## config.mk

```make
export PLATFORM = sky130hd
export DESIGN_NAME = systolic_seq_ctrl
export DESIGN_NICKNAME = d
export VERILOG_FILES = /design/src/rtl/systolic_seq_ctrl.sv
export SDC_FILE = /design/constraint.sdc
export NUM_CORES = 1
export LEC_CHECK = 0
export CORE_UTILIZATION = 45
export DETAILED_ROUTE_END_ITERATION = 16
export PLACE_DENSITY = 0.77
export SKIP_CTS_REPAIR_TIMING = 1
export SYNTH_ARGS = -nofsm -noshare
export SYNTH_HDL_FRONTEND = slang
export SYNTH_SLANG_ARGS = --single-unit
```

## constraint.sdc

```tcl
create_clock -name clk -period 2.2 [get_ports clk]
set_clock_uncertainty 0.05 [all_clocks]
set_input_delay 0.44 -clock clk [delete_from_list [all_inputs] [get_ports clk]]
set_output_delay 0.44 -clock clk [all_outputs]
set_load 0.005 [all_outputs]
```

## src/rtl/systolic_seq_ctrl.sv

```systemverilog
// Control sequencer for a DIM x DIM systolic MAC array.
// Steps through C preload, skewed A/B feed, C readout and a done pulse.
module systolic_seq_ctrl #(
    parameter int unsigned DIM   = 8,
    parameter int unsigned ROW_W = $clog2(DIM),
    parameter int unsigned CNT_W = $clog2(3 * DIM)
) (
    input  logic             clk,
    input  logic             rst_n,
    input  logic             start,
    input  logic             load_c,
    input  logic             stall,
    output logic             busy,
    output logic             done,
    output logic             c_wr_en,
    output logic             mac_en,
    output logic [ROW_W-1:0] c_row,
    output logic [CNT_W-1:0] feed_k,
    output logic [DIM-1:0]   skew_mask,
    output logic             rd_valid
);

    typedef enum logic [2:0] {
        StIdle,
        StLoadC,
        StFeed,
        StRead,
        StDone
    } state_e;

    localparam logic [CNT_W-1:0] RowLast  = CNT_W'(DIM - 1);
    localparam logic [CNT_W-1:0] FeedLast = CNT_W'(3 * DIM - 3);

    state_e           state_q, state_d;
    logic [CNT_W-1:0] cnt_q, cnt_d;
    logic [ROW_W-1:0] row_idx;
    logic [DIM-1:0]   feed_mask;

    always_ff @(posedge clk or negedge rst_n) begin
        if (!rst_n) begin
            state_q <= StIdle;
            cnt_q   <= '0;
        end else begin
            state_q <= state_d;
            cnt_q   <= cnt_d;
        end
    end

    // Every phase transition clears cnt; a stalled cycle leaves both registers untouched.
    always_comb begin
        state_d = state_q;
        cnt_d   = cnt_q;
        unique case (state_q)
            StIdle: begin
                if (start) begin
                    state_d = load_c ? StLoadC : StFeed;
                    cnt_d   = '0;
                end
            end
            StLoadC: begin
                if (!stall) begin
                    if (cnt_q == RowLast) begin
                        state_d = StFeed;
                        cnt_d   = '0;
                    end else begin
                        cnt_d = cnt_q + CNT_W'(1);
                    end
                end
            end
            StFeed: begin
                if (!stall) begin
                    if (cnt_q == FeedLast) begin
                        state_d = StRead;
                        cnt_d   = '0;
                    end else begin
                        cnt_d = cnt_q + CNT_W'(1);
                    end
                end
            end
            StRead: begin
                if (!stall) begin
                    if (cnt_q == RowLast) begin
                        state_d = StDone;
                        cnt_d   = '0;
                    end else begin
                        cnt_d = cnt_q + CNT_W'(1);
                    end
                end
            end
            StDone: begin
                state_d = StIdle;
                cnt_d   = '0;
            end
            default: begin
                state_d = StIdle;
                cnt_d   = '0;
            end
        endcase
    end

    assign row_idx = cnt_q[ROW_W-1:0];

    // Row/col i sees valid operands for DIM consecutive feed cycles starting at cnt = i.
    always_comb begin
        feed_mask = '0;
        for (int unsigned i = 0; i < DIM; i++) begin
            feed_mask[i] = (32'(cnt_q) >= i) && (32'(cnt_q) <= i + DIM - 1);
        end
    end

    // Only the enables see stall combinationally; indices decode registered state alone.
    always_comb begin
        busy      = (state_q != StIdle);
        done      = 1'b0;
        c_wr_en   = 1'b0;
        mac_en    = 1'b0;
        rd_valid  = 1'b0;
        c_row     = '0;
        feed_k    = '0;
        skew_mask = '0;
        unique case (state_q)
            StLoadC: begin
                c_wr_en = !stall;
                c_row   = row_idx;
            end
            StFeed: begin
                mac_en    = !stall;
                feed_k    = cnt_q;
                skew_mask = feed_mask;
            end
            StRead: begin
                rd_valid = !stall;
                c_row    = row_idx;
            end
            StDone: begin
                done = 1'b1;
            end
            default: begin
            end
        endcase
    end

endmodule

```

## Word level (Yosys, flattened, before mapping)

Cells that the tools add are included.

| word-level totals | value |
|---|---|
| bits in read-only memories | 0 |
| flip-flop bits (word level) | 8 |
| memories kept | 0 |
| latch bits | 0 |
| RAM bits | 0 |

| operators by class | value |
|---|---|
| reduce and logical (&&, ||, !) cells | 13 |
| bitwise logic cells | 0 |
| divide/modulo/power cells | 0 |
| equal/unequal tests | 14 |
| shift-type cells | 0 |
| multiplexer cells | 22 |
| multiply operators | 0 |
| magnitude comparators | 15 |
| add/subtract/negate cells | 1 |

Operator list:

| operator | count |
|---|---|
| $le 5x4->1 const B | 7 |
| $mux 5 | 6 |
| $mux 3 | 8 |
| $ge 5x3->1 const B | 4 |
| $ne 2x2->1 const B | 8 |
| $pmux 5 s3 | 1 |
| $pmux 3 s4 | 1 |
| $ge 5x2->1 const B | 2 |
| $mux 8 | 1 |
| $logic_and 1x1->1 | 7 |
| $reduce_and 7->1 | 1 |
| $eq 3x2->1 const B | 2 |
| $add 5x1->5 const B | 1 |
| $eq 5x3->1 const B | 1 |
| $eq 5x5->1 const B | 1 |
| $ge 5x1->1 const B | 1 |
| $le 5x3->1 const B | 1 |
| $mux 1 | 4 |
| $eq 3x1->1 const B | 1 |
| $eq 3x3->1 const B | 1 |
| $logic_not 3->1 | 1 |
| $reduce_and 3->1 | 1 |
| $reduce_bool 3->1 | 1 |
| $mux 2 | 1 |
| other kinds (2) | 2 |

## Depth between registers and ports, before layout

Gate-level depths: netlist of the first run.

| logic depth | value |
|---|---|
| depth after elaboration | 4 |
| mapped depth | 7 |
| depth with buffers taken out | 6 |

## Least setup slack after synthesis of the first run

No wires, ideal clock.

| timing path | value |
|---|---|
| path type | register to register |
| start point | register cnt_q[1] |
| end point | register cnt_q[4] |
| library setup time | 0.124 ns |
| buffers on the path | 1 |
| slack | 0.296 ns |
| required time | 2.026 ns |
| data arrival time | 1.729 ns |
| cell stages (with the launch flop) | 8 |
| period minus slack after synthesis | 1.904 ns |
| cells stage by stage | dfrtp_1 > clkbuf_1 > inv_1 > ha_1 > nand4b_1 > a22oi_4 > nor4_1 > a211o_2 |

| between the ends | value |
|---|---|
| cells in the longest elaborated chain, start to end | 4 |
| elaborated cells between the ends (all ways) | 8 |
| classes of those cells | 1 x add/sub; 2 x eq/ne; 5 x mux |

Ends and longest elaborated chain:

| element | RTL line | text |
|---|---|---|
| from (decl) | 35 | `logic [CNT_W-1:0] cnt_q, cnt_d;` |
| from (signal assigned) | 45 | `cnt_q <= cnt_d;` |
| $add 5x1->5 (tied with other cells) | 66, 76, 86 |  |
| $mux 5 (on tied branches) | 62, 82, 72 |  |
| $mux 5 (on tied branches) | 81, 71 |  |
| $pmux 5 s3 * | 53 | `unique case (state_q)` |

Mark *: on every way between the ends. The rest lies on a longest branch, timed or not. The select of a mux whose other input is x is not followed.
A chain may end at the register's enable or synchronous reset.

## Final worst setup path of the first run

| timing path | value |
|---|---|
| start point | register cnt_q[0] |
| end point | output skew_mask[4] |

| between the ends | value |
|---|---|
| cells in the longest elaborated chain, start to end | 3 |
| elaborated cells between the ends (all ways) | 4 |
| classes of those cells | 2 x order compare; 1 x mux; 1 x reduce/logical |

Ends and longest elaborated chain:

| element | RTL line | text |
|---|---|---|
| $ge 5x3->1 / $le 5x4->1 (equally long branches) | 107 | `feed_mask[i] = (32'(cnt_q) >= i) && (32'(cnt_q) <= i + DIM - 1);` |
| $logic_and 1x1->1 * | 107 |  |
| $mux 8 * | 121 | `unique case (state_q)` |
| to (decl) | 19 | `output logic [DIM-1:0] skew_mask,` |

Mark *: on every way between the ends. The rest lies on a longest branch, timed or not.

==> reports/results.ini, run 1 <==
[run_status]
outcome = finished with violations
failed_checks = DRC, setup timing

[floorplan]
die_area_sq_mm = 0.00192
die-height_um = 43.8
io_pins = 26
die_w_um = 43.8
core_area_sq_mm = 0.00158
start_util = 0.498
rows = 14

[global_route]
grt_pass1_vias = 833
grt_max_degree = 17
grt.total_usage = 0.255
grt-ovfl-total = 0
grt_pass1_wl_mm = 3.57
antenna_found_initial = 0

[timing]
setup_slack_ns = -0.200
tns_ns = -0.796
period_needed_ns = 2.40
setup_viol = 5
finalHoldViolations = 0
fmax_ghz = 0.417
slew_headroom = 0.756
timing.final.crit_share = 1.09
hold_ws_ns = 0.406
tightest_slew_ns = 0.365
slew_viol_final = 0
rsz0062_at_grt = yes

[power_and_ir_drop]
p_leak_nw = 0.703
ir_worst_vdd_mv = 0.874
power.density_mw_per_mm2 = 1040

[yosys]
yosys_warnings = 0
synth_area_per_cell_sq_um = 7.94
syn_nets = 108
synth_ff_type = dfrtp_1
ys_ff_latch = 8
synth.distinct_cells = 38
synth.cell_area_sq_um = 786
synthArstFlopShare = 1.00
netlist_instances = 99
ys_seq_area_frac = 0.255
synth_edf_count = 0

[final_layout]
synthToLayoutAreaGrowth_pct = 57.5
instances_no_fill = 152
drive_gt1_frac = 0.265
final_cell_mix = buf_4, clkdlybuf4s50_1, dlymetal6s2s_1
fin_nets = 147
antenna_cells = 0
layout_commonest_cell = buf_4

[critical_path]
crit_path_start = cnt_q[0]$_DFFE_PN0P_
crit_required_ns = 1.71
cp_slowest_cell = clkdlybuf4s50_1
r2r_slack_ns = 0.23
setup.worst_path.end = skew_mask[4]
critical_path_arrival_ns = 1.91
crit_chain = inv_1, nor3_1, or3_1, a21oi_1, clkdlybuf4s50_1
critPathMaxFanout = 8
rr_endpoint = state_q[1]$_DFFE_PN0P_
end_kind = output port
path_buf_inv = 2
crit_family = buffers and inverters
slowest_delay_ns = 0.51
rr_worst_depth = 6
worstSetupStartpointType = flop
crit_type = reg2out
r2r_start = cnt_q[0]$_DFFE_PN0P_
crit_cells = 5

[drt]
routed.top_layer = met4
first_iter_violations = 22
wl_mm = 2.19
wl_met1_um = 975
wl_met2_mm = 1.07
drc = 1
vias = 906
ant_nets = 0
routed_via_density = 5.96
wl_per_cell_um = 14.4
wl_met3_um = 95
first_pass_iters = 10

[clocking]
cts.htree.levels = 1
clockBufferDepth = 2
path_clk_slew_ns = 0.06
root_buffer = clkbuf_4
numCtsBuffers = 3
cts_tree = built
clk_latency_ns = 0.26
cts_sinks = 8

[place]
dp_hpwl_mm = 1.71
dp_cells = 148
place_congestion = 0.886
portBuffers = 25

[min_path]
worstHoldPathType = in2async

[flow_run]
cap_violations = 0

-- worst min path at each step --
stage                                         to  slack, ns
after detailed placement    cnt_q[4]$_DFFE_PN0P_       0.57
after global placement    state_q[1]$_DFFE_PN0P_       0.55
after global routing        cnt_q[3]$_DFFE_PN0P_       0.44
after floorplan             cnt_q[0]$_DFFE_PN0P_       0.09
after CTS                   cnt_q[3]$_DFFE_PN0P_       0.41
final                       cnt_q[3]$_DFFE_PN0P_       0.41
-- stage by stage --
| stage | util | total power, mW | worst slack [ns] | cell area [sq um] |
|---|---|---|---|---|
| floorplan | - | 0.756 | 0.296 | 786 |
| global placement | 0.723 | 1.11 | 0.0518 | 1140 |
| detailed placement | 0.723 | 1.13 | 0.0168 | 1140 |
| CTS | 0.737 | 1.25 | -0.251 | 1160 |
| global route | 0.785 | 1.40 | -0.303 | 1240 |
| finish | 0.785 | 1.29 | -0.200 | 1240 |
-- metal layers --
metal / vias to the layer above / track usage
met1: 431 / 0.332
met3: 9 / 0.0250
met5: - / 0
met4: 0 / 0.138
met2: 29 / 0.415
li1: 437 / -
-- sequential cells by signal, summed over array words and instances, names as in the netlist --
signal   cells
cnt_q        5
state_q      3
-- power by group --
group	leakage, nW	total, mW	internal (mW)	switching, mW
clock network	0.0138	0.113	0.0624	0.0502
logic	0.599	0.910	0.466	0.444
registers	0.0908	0.267	0.205	0.0612
total	0.703	1.29	0.734	0.555
-- cell families (layout without fill, tap and decap cells) --
| kind of cell | Yosys count | in the layout | synth area share |
|---|---|---|---|
| flops | 8 | 8 | 0.255 |
| simple gates | 50 | 50 | 0.361 |
| compound gates | 26 | 26 | 0.264 |
| buf+inv | 11 | 48 | 0.0557 |
| fa+ha+maj | 4 | 4 | 0.0637 |
-- cell type report --
type	count	area (sq um)
Multi-Input combinational cell	80	573
Clock buffer	3	22.5
Sequential cell	8	203
Tap cell	16	20.0
Timing Repair Buffer	41	404
Fill cell	118	339
Inverter	4	15.0
-- worst register-to-register path, delay by kind of cell (launching register included) --
| family | cells | cell delay [ns] |
|---|---|---|
| compound gates | 3 | 0.81 |
| fa+ha+maj | 1 | 0.19 |
| buf+inv | 1 | 0.13 |
| flops | 1 | 0.43 |
| simple gates | 1 | 0.22 |
-- synthesized netlist by cell type, types with 2 or more instances --
library cell	n	share of area
a211oi_1	3	0.029
a21oi_1	4	0.025
and2_1	6	0.048
buf_2	2	0.013
clkbuf_1	5	0.024
dfrtp_1	8	0.25
ha_1	4	0.064
inv_1	4	0.019
nand2_1	7	0.033
nand2b_1	2	0.016
nand3_1	2	0.013
nor2_1	11	0.053
nor2b_1	2	0.016
nor3_1	8	0.051
nor4_1	3	0.024
o211ai_1	2	0.019
o21ai_0	3	0.019
o22ai_1	2	0.016
or3_1	2	0.016
Power figures use the tool's default switching activity.
==> inputs of run 2 (changes only) <==
--- a/config.mk
+++ b/config.mk
@@ -5,6 +5,7 @@
 export SDC_FILE = /design/constraint.sdc
 export NUM_CORES = 1
 export LEC_CHECK = 0
+export ABC_CLOCK_PERIOD_IN_PS = 2200
 export CORE_UTILIZATION = 45
 export DETAILED_ROUTE_END_ITERATION = 16
 export PLACE_DENSITY = 0.77
==> results of run 2 <==
Same layout as run 1: the final DEF is identical, and so are final timing and power.
